$ cat config.mk
export PLATFORM = sky130hd
export DESIGN_NAME = if_fetch_stage_flat
export DESIGN_NICKNAME = d
export VERILOG_FILES = /design/src/rtl/if_fetch_stage_pkg.sv /design/src/rtl/if_fetch_stage_if.sv /design/src/rtl/if_fetch_fifo.sv /design/src/rtl/if_fetch_stage.sv /design/src/flat_wrapper.sv
export SDC_FILE = /design/constraint.sdc
export NUM_CORES = 1
export LEC_CHECK = 0
export BUFFER_PORTS_ARGS = -buffer_cell sky130_fd_sc_hd__buf_4
export CORE_AREA = 2 2 92 94
export CTS_CLUSTER_DIAMETER = 60
export DETAILED_ROUTE_END_ITERATION = 6
export DIE_AREA = 0 0 94 96
export GPL_ROUTABILITY_DRIVEN = 1
export GPL_TIMING_DRIVEN = 0
export PLACE_DENSITY = 0.93
export SLEW_MARGIN = 20
export SYNTH_ARGS = -nofsm -noshare
export SYNTH_HDL_FRONTEND = slang
export SYNTH_HIERARCHICAL = 1
export SYNTH_SLANG_ARGS = --single-unit
export TNS_END_PERCENT = 1
$ cat constraint.sdc
create_clock -name clk -period 4.1 [get_ports clk]
set_clock_uncertainty 0.2 [all_clocks]
set_input_delay 0.205 -clock clk [delete_from_list [all_inputs] [get_ports clk]]
set_output_delay 0.205 -clock clk [all_outputs]
set_load 0.01 [all_outputs]
$ cat src/rtl/if_fetch_stage_pkg.sv
// Shared widths, reset vector and IF/ID payload type for the fetch stage.
package if_fetch_stage_pkg;

  localparam int unsigned ARCH_WIDTH = 32;
  localparam int unsigned IM_WIDTH   = 32;

  localparam logic [ARCH_WIDTH-1:0] RESET_PC  = 32'h0000_3000;
  localparam logic [IM_WIDTH-1:0]   INSTR_NOP = 32'h6000_0000;  // ori 0,0,0
  localparam logic [ARCH_WIDTH-1:0] PC_STEP   = 32'd4;

  // Instructions are word aligned; the low two address bits are always zero.
  localparam logic [ARCH_WIDTH-1:0] PC_ALIGN_MASK = ~ARCH_WIDTH'(3);

  // One IF/ID entry: the instruction word and the address it was fetched from.
  typedef struct packed {
    logic [ARCH_WIDTH-1:0] pc;
    logic [IM_WIDTH-1:0]   instr;
  } if_entry_t;

  // Force a redirect target onto a word boundary.
  function automatic logic [ARCH_WIDTH-1:0] align_pc(input logic [ARCH_WIDTH-1:0] addr);
    return addr & PC_ALIGN_MASK;
  endfunction

endpackage

$ cat src/rtl/if_fetch_stage_if.sv
// Fetch-stage bus: instruction memory port, execute redirect and the IF/ID handshake.
// Instruction words keep the [0:31] numbering of the ISA; they are passed through untouched.
interface if_fetch_stage_if;
  import if_fetch_stage_pkg::*;

  logic [ARCH_WIDTH-1:0] im_addr;
  logic [IM_WIDTH-1:0]   im_dout;
  logic                  redirect_valid;
  logic [ARCH_WIDTH-1:0] redirect_pc;
  logic                  id_valid;
  logic                  id_ready;
  logic [IM_WIDTH-1:0]   id_instr;
  logic [ARCH_WIDTH-1:0] id_pc;

  // Fetch stage side.
  modport master (
    output im_addr, id_valid, id_instr, id_pc,
    input  im_dout, redirect_valid, redirect_pc, id_ready
  );

  // Memory / execute / decode side.
  modport slave (
    input  im_addr, id_valid, id_instr, id_pc,
    output im_dout, redirect_valid, redirect_pc, id_ready
  );

endinterface

$ cat src/rtl/if_fetch_fifo.sv
// Two-entry IF/ID buffer with flush; only built when IF_FIFO_EN is defined.
// Entries are kept as a head/tail pair so the head (the decode-facing entry) is always
// a plain register rather than a read mux.
`ifdef IF_FIFO_EN
module if_fetch_fifo
  import if_fetch_stage_pkg::*;
(
  input  logic      clk,
  input  logic      rst_n,
  input  logic      flush,
  input  logic      push,
  input  logic      pop,
  input  if_entry_t din,
  output if_entry_t head,
  output logic      full,
  output logic      empty
);

  logic [1:0] count_q;
  if_entry_t  head_q;
  if_entry_t  tail_q;

  assign head  = head_q;
  assign full  = (count_q == 2'd2);
  assign empty = (count_q == 2'd0);

  // Storage and occupancy; flush discards everything, push is ignored when full.
  always_ff @(posedge clk or negedge rst_n) begin
    if (!rst_n) begin
      count_q <= 2'd0;
      head_q  <= '0;
      tail_q  <= '0;
    end else if (flush) begin
      count_q <= 2'd0;
    end else if (push && !full && pop && !empty) begin
      if (count_q == 2'd1) begin
        head_q <= din;
      end else begin
        head_q <= tail_q;
        tail_q <= din;
      end
    end else if (push && !full) begin
      if (empty) head_q <= din;
      else       tail_q <= din;
      count_q <= 2'(count_q + 2'd1);
    end else if (pop && !empty) begin
      head_q  <= tail_q;
      count_q <= 2'(count_q - 2'd1);
    end
  end

endmodule
`endif

$ cat src/rtl/if_fetch_stage.sv
// Instruction fetch stage: owns the PC, reads the zero-latency instruction memory and
// presents {pc, instr} to decode over valid/ready. Execute redirects win over everything.
// Build option IF_FIFO_EN: a 2-entry buffer decouples pc advance from id_ready.
module if_fetch_stage
  import if_fetch_stage_pkg::*;
(
  input  logic             clk,
  input  logic             rst_n,
  if_fetch_stage_if.master bus
);

  logic [ARCH_WIDTH-1:0] pc_q;
  logic                  fire_c;
  if_entry_t             fetch_entry_c;

  assign bus.im_addr   = pc_q;
  assign fetch_entry_c = '{pc: pc_q, instr: bus.im_dout};

`ifdef IF_FIFO_EN
  logic      fifo_full;
  logic      fifo_empty;
  if_entry_t fifo_head;

  // Fetch only looks at the registered full flag, never at id_ready.
  assign fire_c = !fifo_full && !bus.redirect_valid;

  if_fetch_fifo u_fifo (
    .clk   (clk),
    .rst_n (rst_n),
    .flush (bus.redirect_valid),
    .push  (fire_c),
    .pop   (bus.id_valid && bus.id_ready),
    .din   (fetch_entry_c),
    .head  (fifo_head),
    .full  (fifo_full),
    .empty (fifo_empty)
  );

  assign bus.id_valid = !fifo_empty;
  assign bus.id_pc    = fifo_head.pc;
  assign bus.id_instr = fifo_head.instr;
`else
  logic      valid_q;
  if_entry_t entry_q;

  // Slot can be refilled when empty or drained by decode this same cycle.
  assign fire_c = (!valid_q || bus.id_ready) && !bus.redirect_valid;

  // Single IF/ID register; a redirect squashes it, otherwise it holds until replaced.
  always_ff @(posedge clk or negedge rst_n) begin
    if (!rst_n) begin
      valid_q <= 1'b0;
      entry_q <= '0;
    end else if (bus.redirect_valid) begin
      valid_q <= 1'b0;
    end else if (fire_c) begin
      valid_q <= 1'b1;
      entry_q <= fetch_entry_c;
    end
  end

  assign bus.id_valid = valid_q;
  assign bus.id_pc    = entry_q.pc;
  assign bus.id_instr = entry_q.instr;
`endif

  // Program counter: redirect target, sequential step (wraps modulo 2**ARCH_WIDTH), or hold.
  always_ff @(posedge clk or negedge rst_n) begin
    if (!rst_n) begin
      pc_q <= RESET_PC;
    end else if (bus.redirect_valid) begin
      pc_q <= align_pc(bus.redirect_pc);
    end else if (fire_c) begin
      pc_q <= ARCH_WIDTH'(pc_q + PC_STEP);
    end
  end

endmodule

$ cat src/flat_wrapper.sv
// flat-port wrapper written by rule: the top's interface ports become plain ports
module if_fetch_stage_flat import if_fetch_stage_pkg::*;
  (clk, rst_n, bus_im_addr, bus_id_valid, bus_id_instr, bus_id_pc, bus_im_dout, bus_redirect_valid, bus_redirect_pc, bus_id_ready);
  if_fetch_stage_if bus_i ();
  input  logic clk;
  input  logic rst_n;
  output wire logic [$bits(bus_i.im_addr)-1:0] bus_im_addr;
  output wire logic [$bits(bus_i.id_valid)-1:0] bus_id_valid;
  output wire logic [$bits(bus_i.id_instr)-1:0] bus_id_instr;
  output wire logic [$bits(bus_i.id_pc)-1:0] bus_id_pc;
  input wire logic [$bits(bus_i.im_dout)-1:0] bus_im_dout;
  input wire logic [$bits(bus_i.redirect_valid)-1:0] bus_redirect_valid;
  input wire logic [$bits(bus_i.redirect_pc)-1:0] bus_redirect_pc;
  input wire logic [$bits(bus_i.id_ready)-1:0] bus_id_ready;
  assign bus_im_addr = bus_i.im_addr;
  assign bus_id_valid = bus_i.id_valid;
  assign bus_id_instr = bus_i.id_instr;
  assign bus_id_pc = bus_i.id_pc;
  assign bus_i.im_dout = bus_im_dout;
  assign bus_i.redirect_valid = bus_redirect_valid;
  assign bus_i.redirect_pc = bus_redirect_pc;
  assign bus_i.id_ready = bus_id_ready;
  if_fetch_stage u_core (.clk(clk), .rst_n(rst_n), .bus(bus_i));
endmodule
==> results.yml <==
status:
  outcome: "finished, final reports clean"
pwr:
  power_density_nw_per_um2: 374
  seqPwrFrac: 0.488
  combPwrFrac: 0.250
  switching_share: 0.275
  power_mw: 2.34
  internal_power_mw: 1.70
  max-vdd-ir-drop_uv: 290
  switching_power_mw: 0.644
  clockPowerShare: 0.262
  leakagePower_nw: 2.86
hold_path:
  whs_endpoint: "u_core/bus.im_addr[4]"
  hold_class: "in2reg"
  worstHoldPathCells: 5
  hp-start: "bus_id_ready"
yosys:
  ys_seq_elements: 93
  mappedNetlistArea_sq_um: 4110
  ys_top_cells_by_count: "dfrtp_1, mux2_2, nand2_1"
  synth_compound_area_frac: 0.0341
  postSynthAreaPerCell_sq_um: 12.3
  muxShareOfSynthArea: 0.178
  seq_area_frac_synth: 0.567
  synth-simple-area-share: 0.121
  synth_edf_count: 0
  synth_cell_types: 30
  ys_warn_count: 6
  synth_xor_area_frac: 0.0618
  ys_top_cells_by_area: "dfrtp_1, mux2_2, xnor2_1"
  synth_fa_ha_area_frac: 0.00304
  ys.flop_type: "dfrtp_1"
  synth_top_area_share: 0.554
  synth_cells: 333
  synth_top_family_by_area: "multiplexers"
  async_flop_share: 1.00
  yosys.area.top_type: "dfrtp_1"
  yosysMostFrequentCell: "dfrtp_1"
timing:
  max_slew_margin: 0.414
  rsz0062_at_grt: "false"
  max_freq_mhz: 406
  setup_viol: 0
  setup_ws_ps: 1640
  whs_ps: 169
  drv_slew: 0
  hold_viol_final: 0
  finalCritPeriodShare: 0.600
  worst_pin_slew_ps: 871
  setup_tns_ps: 0
  post-route-min-period_ps: 2460
placed_design:
  dp_hpwl_um: 7280
  dp_slack_ps: 1670
  place.gp.congestion: 0.856
  port_buffers: 158
  dp.cells: 599
  place_area_sq_um: 5440
job:
  drv_cap: 0
die:
  die_w_um: 94
  die_y_um: 96
  coreArea_sq_um: 8050
  io_pins: 165
  die_area_sq_um: 9020
  rows: 33
  start_util: 0.511
finish:
  layout-drive-gt1-share: 0.439
  final_util: 0.778
  n_antenna_cell: 0
  syn2layout_area_growth_pct: 52.4
  fin_nets: 637
  final_cells: 677
  finalInstanceArea_sq_um: 6270
drt:
  ant_nets: 0
  vias: 3464
  drc: 0
  viasPerCell: 5.12
  drt_iter0_markers: 137
  routedWlPerCell_um: 16.3
  totalWireLength_um: 11000
  drtPass1Iterations: 4
worst_setup_path:
  cp_data_required_time_ps: 4130
  cp.arrival_ps: 2490
  r2r_start: "u_core/bus.id_valid"
  path_class: "reg2reg"
  cp_max_fo: 10
  r2r_end: "u_core/bus.id_pc[7]"
  startpoint_type: "flop"
  r2r_slack_ps: 1640
  rr_worst_depth: 4
  end_kind: "flop"
clocking:
  postCtsHoldBufs: 63
  cts_root_buf: "clkbuf_8"
  numClockSinks: 93
  cts.path.max_buffers: 2
  path_clk_slew_ps: 80
  cts_made_buffers: 9
  cts_tree: "built"
  clkLatencyLatePin_ps: 340
  cts_setup_buffers: 0
  ctsResizeCount: 0
  htreeDepth: 3
global_route:
  grt_max_degree: 94
  track_usage: 0.244
  grt_pass1_wl_um: 17000
  grt_pass1_vias: 3607
  antenna_found_initial: 0
  grt_overflow: 0
worst max-delay path, stage by stage (launching register included):
cell and delay [ps]:
dfrtp_1 400, nor2b_1 190, nor2_1 580, clkbuf_1 560, mux2_2 420
area by class of cell:
| cell class | count | area [sq um] |
|---|---|---|
| sequential | 93 | 2330 |
| clock inverter | 1 | 30.0 |
| timing repair buffer | 221 | 1820 |
| multi-input combinational | 215 | 1650 |
| clock buffer | 14 | 163 |
| buffer | 20 | 114 |
| fill | 511 | 1780 |
| inverter | 8 | 30.0 |
| tap | 105 | 131 |
logic make-up after synthesis:
logic type,Yosys count
adders and majority gates,1
xor gates and xnor gates,29
AOI/OAI and AO/OA,28
and+or+nand+nor,88
muxes,65
buffers and inverters,28
DFF,93
other,1
sequential cells by signal, indices dropped and copies added (netlist names):
register / count
u_core/bus.id_valid: 1
u_core/bus.im_addr: 30
u_core/bus.id_pc: 30
u_core/bus.id_instr: 32
routing by layer:
metal / track usage / wire, um / share of wire / up-vias
li1: - / - / - / 1605
met1: 0.298 / 4540 / 0.41 / 1710
met2: 0.438 / 5710 / 0.52 / 131
met3: 0.0439 / 608 / 0.055 / 18
met4: 0.0821 / 184 / 0.017 / 0
met5: 0 / 0 / 0 / -
power by group through the flow:
stage               clock [mW]  sequential (mW)  combinational [mW]
floorplan                    0             1.20               0.177
global placement             0             1.15               0.521
detailed placement           0             1.16               0.536
CTS                      0.630             1.14               0.586
global route             0.654             1.16               0.632
finish                   0.614             1.14               0.587
layout by cell type, fill, tap and decap left out, types with 11 or more instances in the layout:
cell,n
dlygate4sd3_1,63
dfrtp_1,91
clkbuf_1,17
o21ai_0,19
nand2_1,39
mux2_2,64
xnor2_1,20
buf_4,161
clkbuf_8,11
nand3_1,11
how the worst max path moves through the flow:
stage / slack (ps) / from / endpoint
6_report: 1640 / u_core/bus.id_valid / u_core/bus.id_pc[7]
5_1_grt: 1520 / u_core/bus.im_addr[3] / u_core/bus.im_addr[30]
4_1_cts: 1660 / u_core/bus.id_valid / u_core/bus.id_pc[17]
3_5_place_dp: 1670 / u_core/bus.id_valid / u_core/bus.id_pc[17]
3_3_place_gp: 1730 / u_core/bus.id_valid / u_core/bus.id_pc[17]
2_1_floorplan: 1930 / u_core/bus.im_addr[12] / u_core/bus.im_addr[26]
(Power assumes the default switching activity.)
